$ cat src/rtl/spi_pkg.sv
// Shared types for the SPI speed ramp: FSM state encoding, speed word type
// and a sign-extension helper used by the 17-bit difference arithmetic.
package spi_pkg;

  typedef enum logic [1:0] {
    ST_IDLE  = 2'd0,
    ST_RAMP  = 2'd1,
    ST_ESTOP = 2'd2
  } ramp_state_e;

  typedef logic signed [15:0] speed_t;

  // Widen a speed word to 17 bits so differences near full scale cannot wrap.
  function automatic logic signed [16:0] sext17(input speed_t v);
    return {v[15], v};
  endfunction

endpackage

$ cat src/rtl/spi_ramp_step.sv
// Combinational step/clamp: computes the next speed word from the current one
// and the effective target. Moving away from zero uses STEP_UP limited by the
// remaining distance; moving toward zero uses STEP_DOWN limited so the result
// never crosses zero nor passes the target in a single update.
module spi_ramp_step
  import spi_pkg::*;
#(
  parameter logic [15:0] STEP_UP   = 16'd64,
  parameter logic [15:0] STEP_DOWN = 16'd128
) (
  input  speed_t current,
  input  speed_t target,
  output speed_t next
);

  localparam logic signed [16:0] UP17   = {1'b0, STEP_UP};
  localparam logic signed [16:0] DOWN17 = {1'b0, STEP_DOWN};

  logic signed [16:0] cur_s;
  logic signed [16:0] tgt_s;
  logic signed [16:0] diff_s;
  logic signed [16:0] cur_mag_s;
  logic signed [16:0] tgt_mag_s;
  logic signed [16:0] diff_mag_s;
  logic signed [16:0] limit_s;
  logic               same_sign_s;
  logic               away_s;
  speed_t             step_s;

  // Classify the move direction and pick a bounded step magnitude.
  always_comb begin
    cur_s       = sext17(current);
    tgt_s       = sext17(target);
    diff_s      = tgt_s - cur_s;
    cur_mag_s   = cur_s[16]  ? (17'sd0 - cur_s)  : cur_s;
    tgt_mag_s   = tgt_s[16]  ? (17'sd0 - tgt_s)  : tgt_s;
    diff_mag_s  = diff_s[16] ? (17'sd0 - diff_s) : diff_s;
    same_sign_s = (cur_s[16] == tgt_s[16]) && (tgt_s != 17'sd0);
    away_s      = (cur_s == 17'sd0) || (same_sign_s && (tgt_mag_s > cur_mag_s));

    // Toward zero: stop on the target if it lies on this side, else on zero.
    if (same_sign_s) begin
      limit_s = cur_mag_s - tgt_mag_s;
    end else begin
      limit_s = cur_mag_s;
    end

    if (away_s) begin
      step_s = (diff_mag_s < UP17) ? diff_mag_s[15:0] : UP17[15:0];
    end else begin
      step_s = (limit_s < DOWN17) ? limit_s[15:0] : DOWN17[15:0];
    end

    if (away_s) begin
      next = diff_s[16] ? (current - step_s) : (current + step_s);
    end else begin
      next = cur_s[16] ? (current + step_s) : (current - step_s);
    end
  end

endmodule

$ cat src/rtl/spi_speed_ramp.sv
// Speed ramp controller feeding the SPI shifter parallel input. The speed word
// advances one bounded step per completed SPI transfer toward an effective
// target; an emergency stop forces zero and latches until re-armed.
module spi_speed_ramp
  import spi_pkg::*;
#(
  parameter logic        [15:0] STEP_UP   = 16'd64,
  parameter logic        [15:0] STEP_DOWN = 16'd128,
  parameter logic signed [15:0] MAX_SPEED = 16'sd16000
) (
  input  logic               clk,
  input  logic               rst,
  input  logic signed [15:0] i_target,
  input  logic               i_enable,
  input  logic               i_estop,
  input  logic               i_xfer_done,
  output logic signed [15:0] o_speed,
  output logic               o_at_target,
  output logic               o_ramping,
  output logic               o_estop_latched
);

  ramp_state_e state_r;
  ramp_state_e state_nxt_s;
  speed_t      speed_r;
  speed_t      speed_nxt_s;
  speed_t      eff_tgt_s;
  speed_t      step_next_s;
  logic        at_target_r;
  logic        ramping_r;
  logic        estop_r;

  // Effective target: zero when disabled, otherwise clamped to +/-MAX_SPEED.
  always_comb begin
    if (!i_enable) begin
      eff_tgt_s = 16'sd0;
    end else if (sext17(i_target) > sext17(MAX_SPEED)) begin
      eff_tgt_s = MAX_SPEED;
    end else if (sext17(i_target) < (17'sd0 - sext17(MAX_SPEED))) begin
      eff_tgt_s = 16'sd0 - MAX_SPEED;
    end else begin
      eff_tgt_s = i_target;
    end
  end

  spi_ramp_step #(
    .STEP_UP   (STEP_UP),
    .STEP_DOWN (STEP_DOWN)
  ) u_step (
    .current (speed_r),
    .target  (eff_tgt_s),
    .next    (step_next_s)
  );

  // Next-state and next-speed decode; estop overrides any transfer pulse.
  always_comb begin
    state_nxt_s = state_r;
    speed_nxt_s = speed_r;
    case (state_r)
      ST_ESTOP: begin
        speed_nxt_s = 16'sd0;
        if (!i_estop && !i_enable) begin
          state_nxt_s = ST_IDLE;
        end else begin
          state_nxt_s = ST_ESTOP;
        end
      end
      ST_IDLE, ST_RAMP: begin
        if (i_estop) begin
          speed_nxt_s = 16'sd0;
          state_nxt_s = ST_ESTOP;
        end else begin
          if (i_xfer_done) begin
            speed_nxt_s = step_next_s;
          end else begin
            speed_nxt_s = speed_r;
          end
          state_nxt_s = (speed_nxt_s == eff_tgt_s) ? ST_IDLE : ST_RAMP;
        end
      end
      default: begin
        speed_nxt_s = 16'sd0;
        state_nxt_s = ST_IDLE;
      end
    endcase
  end

  // State, speed and status flags all register together so they stay coherent.
  always_ff @(posedge clk or posedge rst) begin
    if (rst) begin
      state_r     <= ST_IDLE;
      speed_r     <= 16'sd0;
      at_target_r <= 1'b1;
      ramping_r   <= 1'b0;
      estop_r     <= 1'b0;
    end else begin
      state_r     <= state_nxt_s;
      speed_r     <= speed_nxt_s;
      at_target_r <= (speed_nxt_s == eff_tgt_s);
      ramping_r   <= (state_nxt_s == ST_RAMP);
      estop_r     <= (state_nxt_s == ST_ESTOP);
    end
  end

  assign o_speed         = speed_r;
  assign o_at_target     = at_target_r;
  assign o_ramping       = ramping_r;
  assign o_estop_latched = estop_r;

endmodule

$ cat config.mk
export PLATFORM = sky130hd
export DESIGN_NAME = spi_speed_ramp
export DESIGN_NICKNAME = d
export VERILOG_FILES = /design/src/rtl/spi_pkg.sv /design/src/rtl/spi_ramp_step.sv /design/src/rtl/spi_speed_ramp.sv
export SDC_FILE = /design/constraint.sdc
export NUM_CORES = 1
export LEC_CHECK = 0
export CAP_MARGIN = 5
export CORE_ASPECT_RATIO = 1.2
export CORE_MARGIN = 10
export CORE_UTILIZATION = 35
export CTS_CLUSTER_DIAMETER = 100
export CTS_CLUSTER_SIZE = 14
export DETAILED_ROUTE_END_ITERATION = 10
export GPL_TIMING_DRIVEN = 0
export PLACE_DENSITY_LB_ADDON = 0.2
export SYNTH_ARGS = -nofsm -noshare
export SYNTH_HDL_FRONTEND = slang
export SYNTH_SLANG_ARGS = --single-unit
$ cat constraint.sdc
create_clock -name clk -period 9.94 [get_ports clk]
set_input_delay 2.485 -clock clk [delete_from_list [all_inputs] [get_ports clk]]
set_output_delay 2.485 -clock clk [all_outputs]
set_load 0.01 [all_outputs]
==> flow_summary_export.csv <==
group,metric,value,unit
status,status,"finished, violations left",
status,violations,"setup timing",
layout,drive_gt1_share,26.1,%
global_routing,grt_remaining_overflow,0,
critical_path,cp_slowest_cell,"or4b_4",
cts,htree_levels,1,
power_and_ir_drop,p_per_area,368,nW/µm²
yosys,synth_seq_cells,21,
drt,drc,0,
sta,finalCriticalPeriod,10.48,ns
drt,viasPerCell,6.10,
place,dp_hpwl,22100,µm
sta,slew_headroom,37.7,%
critical_path,arrival,10.62,ns
yosys,netlist.area_leader.share,12.9,%
place,port_buffers,38,
yosys,syn-num-nets,1067,
yosys,synth-edff-count,0,
floorplan,start_util,35.4,%
drt,dr_total_vias,8241,
floorplan,io_pins,40,
sta,drv_slew,0,
place,placed_cell_area,7650,µm²
job,drv_cap,0,
yosys,synth_top_flop_cell,"dfrtp_1",
floorplan,coreArea,19400,µm²
sta,setup_ws,-0.535,ns
yosys,synth.distinct_cells,90,
min_path,min_path_type,"register to register",
sta,timing.final.crit_share,105,%
power_and_ir_drop,p_int,1.53,mW
power_and_ir_drop,power_leakage,3.90,nW
drt,ant_nets,0,
global_routing,globalRouteTotalUtil,20.9,%
cts,clockBufferDepth,2,
place,gp_congestion,0.934,
power_and_ir_drop,power.switching,1.89,mW
yosys,syn_area,6870,µm²
cts,cts_tree,"done",
sta,whs,0.455,ns
global_routing,grt_pass1_wl,43600,µm
layout,fin_area,9290,µm²
floorplan,die_h,173,µm
critical_path,path_class,"primary input to register",
critical_path,startpoint_type,"primary input",
power_and_ir_drop,share_seq_of_total_power,4.3,%
yosys,yosysWarnings,0,
place,dp_slack,-2.70,ns
global_routing,grt_pass1_vias,7756,
sta,fin_worst_skew,0.00195,ns
cts,insertion_delay,0.26,ns
yosys,yosysTopAreaCell,"ha_1",
power_and_ir_drop,max-vdd-ir-drop,229,µV
cts,clockRootBuffer,"clkbuf_16",
critical_path,cp_data_required_time,10.09,ns
drt,first_pass_iters,6,
cts,cts_made_buffers,3,
sta,rsz0062_at_grt,"true",
power_and_ir_drop,finalPower,3.42,mW
yosys,synthCells,971,
sta,max_freq,95.5,MHz
cts,cts.hold.buffers_added,0,
critical_path,worst-path-max-fanout,7,
power_and_ir_drop,combPwrFrac,93.1,%
floorplan,fp-row-count,56,
sta,hold_viol_final,0,
yosys,synth_seq_area_share,7.67,%
drt,drt-initial-drc-count,861,
yosys,syn_avg_cell_area,7.08,µm²
critical_path,path_common_cell,"nor2_4",
layout,fin_nets,1187,
layout,final_util,47.9,%
critical_path,endpoint_kind,"register",
power_and_ir_drop,p_sw_share,55.2,%
floorplan,dieArea,25700,µm²
critical_path,critical_path.max_stage_delay,0.55,ns
layout,area_growth,35.3,%
cts,path_clk_slew,0.06,ns
sta,tightestPinTransition,0.934,ns
floorplan,die_x,148,µm
yosys,synth_area_leaders,"ha_1 (13%), xnor2_1 (8.0%), dfrtp_1 (7.3%)",
cts,cts.sinks,21,
sta,finalSetupViolations,3,
power_and_ir_drop,clock_power_share,2.6,%
drt,wirelength,28900,µm
drt,wl_per_cell,21.4,µm
global_routing,antenna_found_initial,0,
global_routing,grt_max_degree,22,
layout,diodes,0,
yosys,async_flop_share,100,%
cell usage after synthesis, types with 5 or more instances:
| cell type | count |
|---|---|
| xor2_1 | 19 |
| o21ai_0 | 74 |
| a211oi_1 | 14 |
| a21oi_1 | 76 |
| or3_1 | 9 |
| a21o_1 | 21 |
| a31oi_1 | 13 |
| nor2_1 | 88 |
| nand3b_1 | 5 |
| o211ai_1 | 21 |
| nor4_1 | 9 |
| a221oi_1 | 6 |
| o21a_1 | 15 |
| nor3_1 | 18 |
| and2_1 | 7 |
| o2111ai_1 | 5 |
| o22ai_1 | 6 |
| or2_2 | 9 |
| o21bai_1 | 5 |
| ha_1 | 71 |
| clkbuf_1 | 26 |
| o31ai_1 | 7 |
| o221ai_1 | 7 |
| nor2b_1 | 12 |
| nand2b_1 | 15 |
| nand4_1 | 9 |
| a211o_1 | 8 |
| nand2_1 | 83 |
| xnor2_1 | 63 |
| a21boi_0 | 6 |
| nand3_1 | 25 |
| dfrtp_1 | 20 |
| mux2i_1 | 22 |
| inv_1 | 62 |
| and3_1 | 10 |
cells by family (layout without fill, tap and decap cells):
group / Yosys count / count (layout) / share of synthesized area [%]
other: 2 / 2 / 0.109
adder cells (fa/ha/maj): 75 / 75 / 14.1
flip-flops: 21 / 21 / 7.67
buffers and inverters: 103 / 222 / 6.03
multiplexers: 27 / 27 / 4.06
XOR/XNOR: 83 / 83 / 10.8
AND/OR/NAND/NOR: 316 / 316 / 23.1
AO/OA/AOI/OAI: 344 / 344 / 34.1
final timing paths:
kind | depth (start not counted) | slack, ns | end | start
max | 40 | -0.54 | o_at_target$_DFF_PP1_ | i_target[7]
min | 1 | 0.45 | o_estop_latched$_DFF_PP0_ | state_r[0]$_DFF_PP0_
max reg2reg | 32 | 1.79 | o_at_target$_DFF_PP1_ | o_speed[5]$_DFF_PP0_
min reg2reg | 1 | 0.45 | o_estop_latched$_DFF_PP0_ | state_r[0]$_DFF_PP0_
max in group asynchronous | 2 | 6.63 | o_speed[5]$_DFF_PP0_ | rst
min in group asynchronous | 2 | 2.73 | o_speed[4]$_DFF_PP0_ | rst
layout make-up:
class / instances / area [µm²]
fill: 1960 / 10100
buffer: 29 / 179
multi-input combinational: 847 / 6900
clock buffer: 3 / 75.1
timing repair buffer: 121 / 1010
inverter: 68 / 274
sequential: 21 / 527
clock inverter: 1 / 5.00
tap: 261 / 327
timing repair:
action | 4_1_cts | 5_1_grt
gates resized for setup | 179 | 117
pin swaps | 62 | 75
buffers inserted | 42 | 41
setup endpoints to repair | 18 | 11
routing by layer:
layer	global-route usage, %	routed length (µm)	vias to the layer above
met4	6.24	1030	0
met3	2.22	2040	75
met1	26.0	11600	3898
met5	0	0	-
li1	-	-	3862
met2	36.7	14200	406
metrics by stage:
stage	TNS (ns)	cells
6_report	-0.869	1351
5_1_grt	-1.87	1351
4_1_cts	-1.66	1314
3_5_place_dp	-27.05	1270
3_3_place_gp	-27.09	1270
2_1_floorplan	0	971
power groups by stage:
stage / Clock (mW) / Combinational (mW) / Sequential [mW]
detailed placement: 0 / 2.51 / 0.147
CTS: 0.0890 / 2.82 / 0.146
global placement: 0 / 2.51 / 0.147
finish: 0.0889 / 3.19 / 0.147
global route: 0.0925 / 3.42 / 0.149
floorplan: 0 / 1.89 / 0.136
critical path: cells and delay by family:
kind / cells / cell delay (ns)
adders and majority gates: 4 / 1.05
buffers and inverters: 4 / 0.42
AOI/OAI and AO/OA: 15 / 3.09
xor gates and xnor gates: 2 / 0.29
and+or+nand+nor: 14 / 3.01
muxes: 1 / 0.25
cells in the final DEF (no fill, tap or decap), drive strengths merged, types with 7 or more instances in the layout:
master and n:
clkdlybuf4s50 22, o211ai 21, nor4 9, xnor2 63, or3 9, a21oi 76
o21a 15, nor2 88, buf 104, nor2b 12, dfrtp 20, nand4 10
a211oi 15, xor2 19, nand2 83, a211o 8, and2 7, o31ai 7
nor3 19, and3 10, a31oi 13, or2 9, mux2i 23, ha 71
clkbuf 26, a21o 21, o221ai 7, nand3 25, inv 65, o21ai 76
a21boi 7, nand2b 15
state kept, by name, summed over array words and instances (netlist names):
| register | flops |
|---|---|
| o_estop_latched | 1 |
| o_at_target | 1 |
| o_ramping | 1 |
| state_r | 2 |
| o_speed | 16 |
No activity file was read; power rests on OpenSTA's default activity.
==> patch, RTL diff (same settings) <==
Reset style: synchronous (`rst`), changed in one clocked block.
--- a/src/rtl/spi_speed_ramp.sv
+++ b/src/rtl/spi_speed_ramp.sv
@@ -86,7 +86,7 @@
   end
 
   // State, speed and status flags all register together so they stay coherent.
-  always_ff @(posedge clk or posedge rst) begin
+  always_ff @(posedge clk) begin
     if (rst) begin
       state_r     <= ST_IDLE;
       speed_r     <= 16'sd0;
Formal check against the unedited RTL: not equivalent (Yosys sat finds a counterexample within 4 cycles, from zero or initial values and one cycle with rst high; the reset may be asserted at any time).
==> patch against the original RTL <==
- the run still ends with negative setup slack left
- setup slack improved by 420 ps
- final area increased by 0.70%
- sequential cell count unchanged
- area after synthesis decreased by 3.1%
- power decreased by 14%
- wire length decreased by 0.82%
- critical path depth increased by 2
- via count decreased by 2.0%
- clock skew increased by 6.3 ps
==> patch: results (changes against the original RTL) <==
Status
  • Status: complete, but fails checks
  • Failing checks: negative setup slack

Synth
  • Compound-cell area share of the yosys netlist: 34.9% (+0.80 points)
  • Multiplexer share of the synthesized area: 1.52% (-2.5 points)
  • Adder-cell area share of the yosys netlist: 14.5% (+0.44 points)
  • Post-synthesis xor/xnor area fraction: 11.0% (+0.27 points)
  • Syn nets: 1,034 (-3.1%)
  • Avg Inst Size Synth: 7.10 sq um (+0.35%)
  • Commonest cells in the synthesized netlist: nor2_1 (94), ha_1 (71), nand2_1 (70), o21ai_0 (70), a21oi_1 (60)
  • Most used DFF post-synth: dfxtp_1
  • Seq/Total Area, Yosys: 6.31% (-1.4 points)

Global routing
  • Largest net degree at the start of global routing: 14 (-36%)
  • Vias in the first global route: 7,672 (-1.1%)

Place
  • Post-place setup slack: -3090 ps (-395 ps)
  • DP HPWL: 21,700 um (-1.9%)
  • GPL Wtd Cong: 0.977 (+4.6%)
  • Placed cells: 1,232 (-3.0%)
  • Area after DPL: 7420 sq um (-2.9%)

Timing
  • Final Setup Violations: 3 (unchanged)
  • Final WS setup: -117 ps (+418 ps)
  • Hold_ws: 437 ps (-17.7 ps)
  • Slew @ Worst Pin: 852 ps (-82.0 ps)
  • Clock Skew: 8.24 ps (+6.29 ps)

Cells and area
  • Fill cells: 1,861 (-5.1%)
  • Inverters: 47 (-31%)
  • Post-route cell area: 9360 sq um (+0.70%)
  • #MultiIn Comb: 841 (-0.71%)
  • Non-filler cells, final: 1,320 (-2.3%)
  • Sequential cell area share: 4.49% (-1.2 points)
  • Clock tree cell share of total cell area: 0.882% (+0.021 points)
  • Area of the multi-input gates: 7160 sq um (+3.8%)
  • Signal buffers: 151 (+0.67%)

Route
  • Via density: 6.12 (+0.31%)
  • Final WL: 28,600 um (-0.82%)
  • Detailed Routing Iterations Pass 1: 5 (-1)

Setup path
  • CP max stage delay: 430 ps (-120 ps)
  • R2r endpoint: o_ramping
  • Reg-to-reg setup timing slack: 2110 ps (+320 ps)
  • Critical path arrival: 10,170 ps (-450 ps)
  • Crit Path Max Fanout: 10 (+3)
  • CP Capture Point: o_ramping
  • Crit path launch: i_target[10]

Pwr
  • Switch share: 55.2% (about the same)
  • LEAKAGE: 0.00362 uW (-7.2%)
  • Flop pwr share: 5.1% (+0.8 points)
  • Power Clock: 89.6 uW (+0.8%)

Clock network
  • Max Root-Sink Buffers: 2 (unchanged)

Worst hold path
  • WHS Endpoint: o_estop_latched
  • HP Start: state_r[0]
==> patch: cell count changes after synthesis, moves of 8 or more <==
| cell | change |
|---|---|
| a211oi_1 | +10 |
| a21oi_1 | -16 |
| dfrtp_1 | -20 |
| dfxtp_1 | +21 |
| inv_1 | -18 |
| mux2i_1 | -13 |
| nand2_1 | -13 |
| nand4_1 | +8 |
| nor3_1 | +11 |
| o211ai_1 | -11 |
| o22a_1 | +9 |
| xor2_1 | +9 |
==> patch: per-layer routing <==
metal / GRT usage [%] / wire length (um)
met5: 0 / 0
met1: 25.7 / 11400
met3: 1.66 / 1620
met2: 37.4 / 13800
met4: 11.1 / 1840
==> patch: repair_timing <==
item | CTS | global route
gates cloned | 1 | 0
setup buffers | 62 | 24
pin swaps | 73 | 89
hold buffers | 0 | 0
gates resized for setup | 216 | 138
endpoints found under the setup margin | 18 | 5
